## src/rtl/ta_issue_ctrl.sv

```systemverilog
// ============================================================================
//  Module   : ta_issue_ctrl
//  Purpose  : Round-robin issue controller that feeds a two-stage aligner and
//             returns aligned words in acceptance order, tagged with their
//             requester id. Optional macro TA_ISSUE_STATS_EN adds per-requester
//             saturating handshake counters.
//  Revision : 1.0
// ============================================================================
`default_nettype none

module ta_issue_ctrl #(
    parameter int ALIGN_LAT = 2
) (
    input  logic       clk_i,
    input  logic       reset_i,
    input  logic       en_i,
    input  logic       req0_valid_i,
    input  logic       req1_valid_i,
    input  logic [5:0] req0_data_i,
    input  logic [5:0] req1_data_i,
    output logic       req0_ready_o,
    output logic       req1_ready_o,
    output logic [2:0] msb_o,
    output logic [2:0] lsb_o,
    input  logic [5:0] dout_i,
    output logic       rsp_valid_o,
    output logic [5:0] rsp_data_o,
    output logic       rsp_id_o,
    output logic       busy_o
`ifdef TA_ISSUE_STATS_EN
    ,
    output logic [15:0] cnt0_o,
    output logic [15:0] cnt1_o
`endif
);

    localparam int c_DEPTH = ALIGN_LAT + 1;

    typedef enum logic [1:0] {
        ST_IDLE  = 2'd0,
        ST_RUN   = 2'd1,
        ST_DRAIN = 2'd2
    } state_t;

    state_t             r_state;
    state_t             w_state_nxt;
    logic               r_last;
    logic [c_DEPTH-1:0] r_tag_v;
    logic [c_DEPTH-1:0] r_tag_id;
    logic [2:0]         r_s1_lsb;
    logic [2:0]         r_msb;
    logic [2:0]         r_lsb;
    logic               r_rsp_valid;
    logic [5:0]         r_rsp_data;
    logic               r_rsp_id;

    logic       w_any_valid;
    logic       w_grant_id;
    logic       w_issue;
    logic       w_hs;
    logic       w_inflight;
    logic [5:0] w_word;

    // Contention goes to whichever requester did not win the last handshake.
    always_comb begin
        w_any_valid = req0_valid_i | req1_valid_i;
        w_grant_id  = 1'b0;
        if (req0_valid_i && req1_valid_i) begin
            w_grant_id = ~r_last;
        end else if (req1_valid_i) begin
            w_grant_id = 1'b1;
        end
    end

    assign w_issue      = (r_state == ST_RUN) && en_i;
    assign w_hs         = w_issue && w_any_valid;
    assign w_word       = w_grant_id ? req1_data_i : req0_data_i;
    assign w_inflight   = |r_tag_v;
    assign req0_ready_o = w_issue && w_any_valid && !w_grant_id;
    assign req1_ready_o = w_issue && w_any_valid && w_grant_id;

    always_comb begin
        w_state_nxt = r_state;
        case (r_state)
            ST_IDLE: begin
                if (en_i) w_state_nxt = ST_RUN;
            end
            ST_RUN: begin
                if (!en_i) w_state_nxt = w_inflight ? ST_DRAIN : ST_IDLE;
            end
            ST_DRAIN: begin
                if (en_i)             w_state_nxt = ST_RUN;
                else if (!w_inflight) w_state_nxt = ST_IDLE;
            end
            default: w_state_nxt = ST_IDLE;
        endcase
    end

    always_ff @(posedge clk_i) begin
        if (reset_i) begin
            r_state <= ST_IDLE;
        end else begin
            r_state <= w_state_nxt;
        end
    end

    // Tag bit k marks a word that was accepted k edges ago; the oldest slot
    // lines up with the edge at which the aligner output is valid.
    always_ff @(posedge clk_i) begin
        if (reset_i) begin
            r_last      <= 1'b1;
            r_tag_v     <= '0;
            r_tag_id    <= '0;
            r_s1_lsb    <= 3'd0;
            r_msb       <= 3'd0;
            r_lsb       <= 3'd0;
            r_rsp_valid <= 1'b0;
            r_rsp_data  <= 6'd0;
            r_rsp_id    <= 1'b0;
        end else begin
            r_tag_v  <= {r_tag_v[c_DEPTH-2:0], w_hs};
            r_tag_id <= {r_tag_id[c_DEPTH-2:0], w_grant_id};
            r_msb    <= w_hs ? w_word[5:3] : 3'd0;
            r_lsb    <= r_tag_v[0] ? r_s1_lsb : 3'd0;
            if (w_hs) begin
                r_last   <= w_grant_id;
                r_s1_lsb <= w_word[2:0];
            end
            r_rsp_valid <= r_tag_v[ALIGN_LAT];
            if (r_tag_v[ALIGN_LAT]) begin
                r_rsp_data <= dout_i;
                r_rsp_id   <= r_tag_id[ALIGN_LAT];
            end
        end
    end

    assign msb_o       = r_msb;
    assign lsb_o       = r_lsb;
    assign rsp_valid_o = r_rsp_valid;
    assign rsp_data_o  = r_rsp_data;
    assign rsp_id_o    = r_rsp_id;
    assign busy_o      = (r_state != ST_IDLE);

`ifdef TA_ISSUE_STATS_EN
    logic [15:0] r_cnt0;
    logic [15:0] r_cnt1;

    always_ff @(posedge clk_i) begin
        if (reset_i) begin
            r_cnt0 <= 16'd0;
            r_cnt1 <= 16'd0;
        end else if (w_hs) begin
            if (!w_grant_id && r_cnt0 != 16'hFFFF) r_cnt0 <= r_cnt0 + 16'd1;
            if (w_grant_id && r_cnt1 != 16'hFFFF)  r_cnt1 <= r_cnt1 + 16'd1;
        end
    end

    assign cnt0_o = r_cnt0;
    assign cnt1_o = r_cnt1;
`endif

endmodule

`default_nettype wire
```

## config.mk

```make
export PLATFORM = sky130hd
export DESIGN_NAME = ta_issue_ctrl
export DESIGN_NICKNAME = d
export VERILOG_FILES = /design/src/rtl/ta_issue_ctrl.sv
export SDC_FILE = /design/constraint.sdc
export NUM_CORES = 1
export LEC_CHECK = 0
export ABC_AREA = 1
export CAP_MARGIN = 10
export CORE_MARGIN = 2
export CORE_UTILIZATION = 40
export DETAILED_ROUTE_END_ITERATION = 7
export GPL_ROUTABILITY_DRIVEN = 1
export GPL_TIMING_DRIVEN = 1
export MAX_ROUTING_LAYER = met4
export PLACE_DENSITY = 0.84
export SYNTH_ARGS = -nofsm -noshare
export SYNTH_HDL_FRONTEND = slang
export SYNTH_SLANG_ARGS = --single-unit
```

## constraint.sdc

```tcl
create_clock -name clk_i -period 1.2 [get_ports clk_i]
set_input_delay 0.24 -clock clk_i [delete_from_list [all_inputs] [get_ports clk_i]]
set_output_delay 0.24 -clock clk_i [all_outputs]
set_load 0.05 [all_outputs]
```

==> metrics.md, run 1 <==
| Metric | Value |
|---|---|
| Initial Utilization | `about two fifths` |
| Worst setup SP type | `flip-flop` |
| Via count | `949` |
| Post-synth top cells | `nand2_1, dfxtp_1, nor2_1, inv_1, o21ai_0` |
| Clk sinks | `26` |
| Synth Area in XOR/XNOR | `0%` |
| Crit path DAT | `around 1.2 ns` |
| Vias in the first global route | `966` |
| Synth top area share | `56.9%` |
| Final worst hold slack | `0.418 ns` |
| Tcrit/Tclk final | `121%` |
| Yosys cell types | `10` |
| WL per Instance | `11.5 um` |
| Min cycle time layout | `approximately 1.4 ns` |
| Drt pass-1 iters | `4` |
| Root Driver | `clkbuf_4` |
| Number of synthesized register bits | `26` |
| Max Root-Sink Buffers | `2` |
| Post-synthesis area per instance | `7.56 um^2` |
| Worst vdd ir | `790 uV` |
| Hpwl dp | `1.86 mm` |
| Status | `complete, but fails checks` |
| Width of the die | `slightly above 50 um` |
| Total GRT Usage | `between 10% and 20%` |
| Row count | `17` |
| Hold_buf cts | `0` |
| Unrepaired setup endpoints after global routing | `yes` |
| Syn Nets | `144` |
| Vias per cell | `4.63` |
| Number of max-cap violations | `0` |
| Dpl cells | `between 150 and 200` |
| Worst-Skew Late Latency | `0.31 ns` |
| Fill cells | `150` |
| H-tree depth | `1` |
| Post-synth EDFFs | `0` |
| Power per cell area | `~900 mW/mm^2` |
| Initial detailed-routing violation count | `14` |
| Leak Pwr | `0.762 nW` |
| Worst-path clk slew | `between 0.1 and 0.15 ns` |
| Adder-cell area share of the yosys netlist | `0%` |
| Sequential element share of the synthesized area | `56.9%` |
| Routed Antenna Nets | `0` |
| Total Wirelength | `2.36 mm` |
| Layout overhead on the synthesized area | `86.2%` |
| TritonCTS clock tree | `done` |
| Setup TNS | `-0.603 ns` |
| Most frequent cell after synthesis | `nand2_1` |
| Setup violators final | `3` |
| Worst slew margin | `79.2%` |
| DR DRC count | `0` |
| Final Non-Filler Cells | `approximately 210` |
| Fmax | `690 MHz` |
| Largest net degree at the start of global routing | `15` |
| Slowest cell delay on critical path | `0.36 ns` |
| WS Path Type | `reg -> out` |
| Req. time, crit path | `0.96 ns` |
| Async S/R FF share, synth | `0%` |
| Critical path's slowest cell | `dfxtp_2` |
| Die H | `51.8 um` |
| Final worst slack | `-0.250 ns` |
| Synth Area in Simple Gates | `roughly 27%` |
| Synth Instances | `121` |
| Largest cells by area after synthesis | `dfxtp_1, nand2_1, nor2_1` |
| Io pins | `40` |
| Nets | `201` |
| Clk_skew | `roughly 0.0039 ns` |
| GRT overflow | `0` |
| N_diodes | `0` |
| Total Die Area | `approximately 0.0027 mm^2` |
| CP max FO | `3` |
| Most used DFF post-synth | `dfxtp_1` |
| RD Place Congestion | `about 0.72` |
| Ys Warns | `0` |
| IO buf count | `39` |
| Multiplexer share of the synthesized area | `0%` |
| Failing checks | `negative setup slack` |
| Least-Margin Pin Slew | `0.312 ns` |
| Antenna violations before repair | `0` |
| Final slew viol count | `0` |
| Core area | `0.00219 mm^2` |
| Cell area after synthesis | `915 um^2` |
| Post-synthesis compound-gate area fraction | `7.66%` |
| Total CTS buffers | `3` |
| Biggest area consumer among synthesized cells | `dfxtp_1` |
| Crit. End Element | `output port` |
| First-pass GRT wire length | `just under 4 mm` |
| Hold WC Path Type | `reg -> reg` |
| Largest family of logic cells by synthesized area | `simple AND/OR/NAND/NOR gates` |
| Share of layout cells above drive strength 1 | `30.5%` |
| Hold Vio Cnt, Final | `0` |
| Crit path cell chain | `inv_2 -> nand3_2 -> nor2_4 -> nand2_4 -> clkinvlp_4 -> buf_12` |
-- area by class of cell --
| type | count | area [um^2] | area share (%) |
|---|---|---|---|
| Sequential cell | 26 | 524 | 30.8 |
| Tap cell | 28 | 35.0 | 2.06 |
| Clock buffer | 4 | 36.3 | 2.13 |
| Multi-Input combinational cell | 75 | 359 | 21.1 |
| Timing Repair Buffer | 54 | 677 | 39.8 |
| Inverter | 18 | 71.3 | 4.19 |
-- flip-flops by register name (all words and copies together), names as in the netlist, 2 cells and up --
name	cells
r_tag_v	3
rsp_data_o	6
msb_o	3
r_tag_id	3
r_s1_lsb	3
lsb_o	3
r_state	2
-- through the flow --
| stage | setup WS (ns) | util (%) | cell area [um^2] | power (mW) |
|---|---|---|---|---|
| global placement | -0.299 | 72.6 | 1590 | 1.14 |
| finish | -0.250 | 77.7 | 1700 | 1.57 |
| CTS | -0.252 | 76.4 | 1670 | 1.57 |
| detailed placement | -0.354 | 72.6 | 1590 | 1.15 |
| floorplan | 0.0261 | - | 931 | 0.996 |
| global route | -0.342 | 77.7 | 1700 | 1.65 |
-- timing repair --
action	4_1_cts	5_1_grt
endpoints found under the hold margin	0	0
pin swaps	3	2
endpoints found under the setup margin	3	3
buffers inserted	3	2
resized for setup	16	3
-- final timing paths --
| check | endpoint | cells past startpoint | startpoint | slack, ns |
|---|---|---|---|---|
| hold / removal | r_tag_id[1] | 2 | r_tag_id[0] | 0.42 |
| setup reg to reg | msb_o[0] | 6 | r_state[1] | 0.11 |
| setup / recovery | req1_ready_o | 6 | r_state[1] | -0.25 |
| hold reg to reg | r_tag_id[1] | 2 | r_tag_id[0] | 0.42 |
-- cell families (layout without fill, tap and decap cells) --
logic type,count (synthesis),after routing
AOI/OAI and AO/OA,14,14
buffers and inverters,20,76
DFF,26,26
and+or+nand+nor,61,61
-- cells in the final DEF, fill, tap and decap left out --
cell	instances
nand3_2	2
buf_6	2
nor3_1	2
clkinvlp_4	1
dlygate4sd2_1	3
nor2_4	2
nand2_2	3
nor2_2	1
dfxtp_2	3
inv_1	13
nand2_4	2
buf_12	17
o21ai_0	8
nand2_1	22
buf_4	13
a21oi_1	6
nand3_1	4
clkbuf_4	3
clkbuf_8	1
inv_2	4
clkdlybuf4s50_1	19
nor2_1	23
dfxtp_1	23
-- per-layer routing --
| metal | part of all wire, % | vias up | GRT usage (%) |
|---|---|---|---|
| met5 | 0 | - | - |
| met2 | 56 | 38 | 40.1 |
| li1 | - | 479 | - |
| met4 | 0.81 | 0 | 5.26 |
| met3 | 5.9 | 2 | 3.16 |
| met1 | 37 | 430 | 19.3 |
-- critical path: cells and delay by family, from the launching register on --
family	cells	cell delay [ns]
buffers and inverters	3	0.28
flip-flops	1	0.36
AND/OR/NAND/NOR	3	0.27
-- report_power, final --
part / switching (mW) / internal [mW] / total [mW] / leakage [nW]
combinational: 0.114 / 0.142 / 0.255 / 0.531
sequential: 0.0109 / 0.880 / 0.891 / 0.211
clock: 0.239 / 0.185 / 0.424 / 0.0210
No activity file was read; power rests on OpenSTA's default activity.
==> inputs of run 2 (changes only) <==
--- a/config.mk
+++ b/config.mk
@@ -9,6 +9,7 @@
 export CAP_MARGIN = 10
 export CORE_MARGIN = 2
 export CORE_UTILIZATION = 40
+export CTS_CLUSTER_DIAMETER = 60
 export DETAILED_ROUTE_END_ITERATION = 7
 export GPL_ROUTABILITY_DRIVEN = 1
 export GPL_TIMING_DRIVEN = 1
==> results of run 2 <==
Final layout, timing and power as in run 1 (identical DEF).
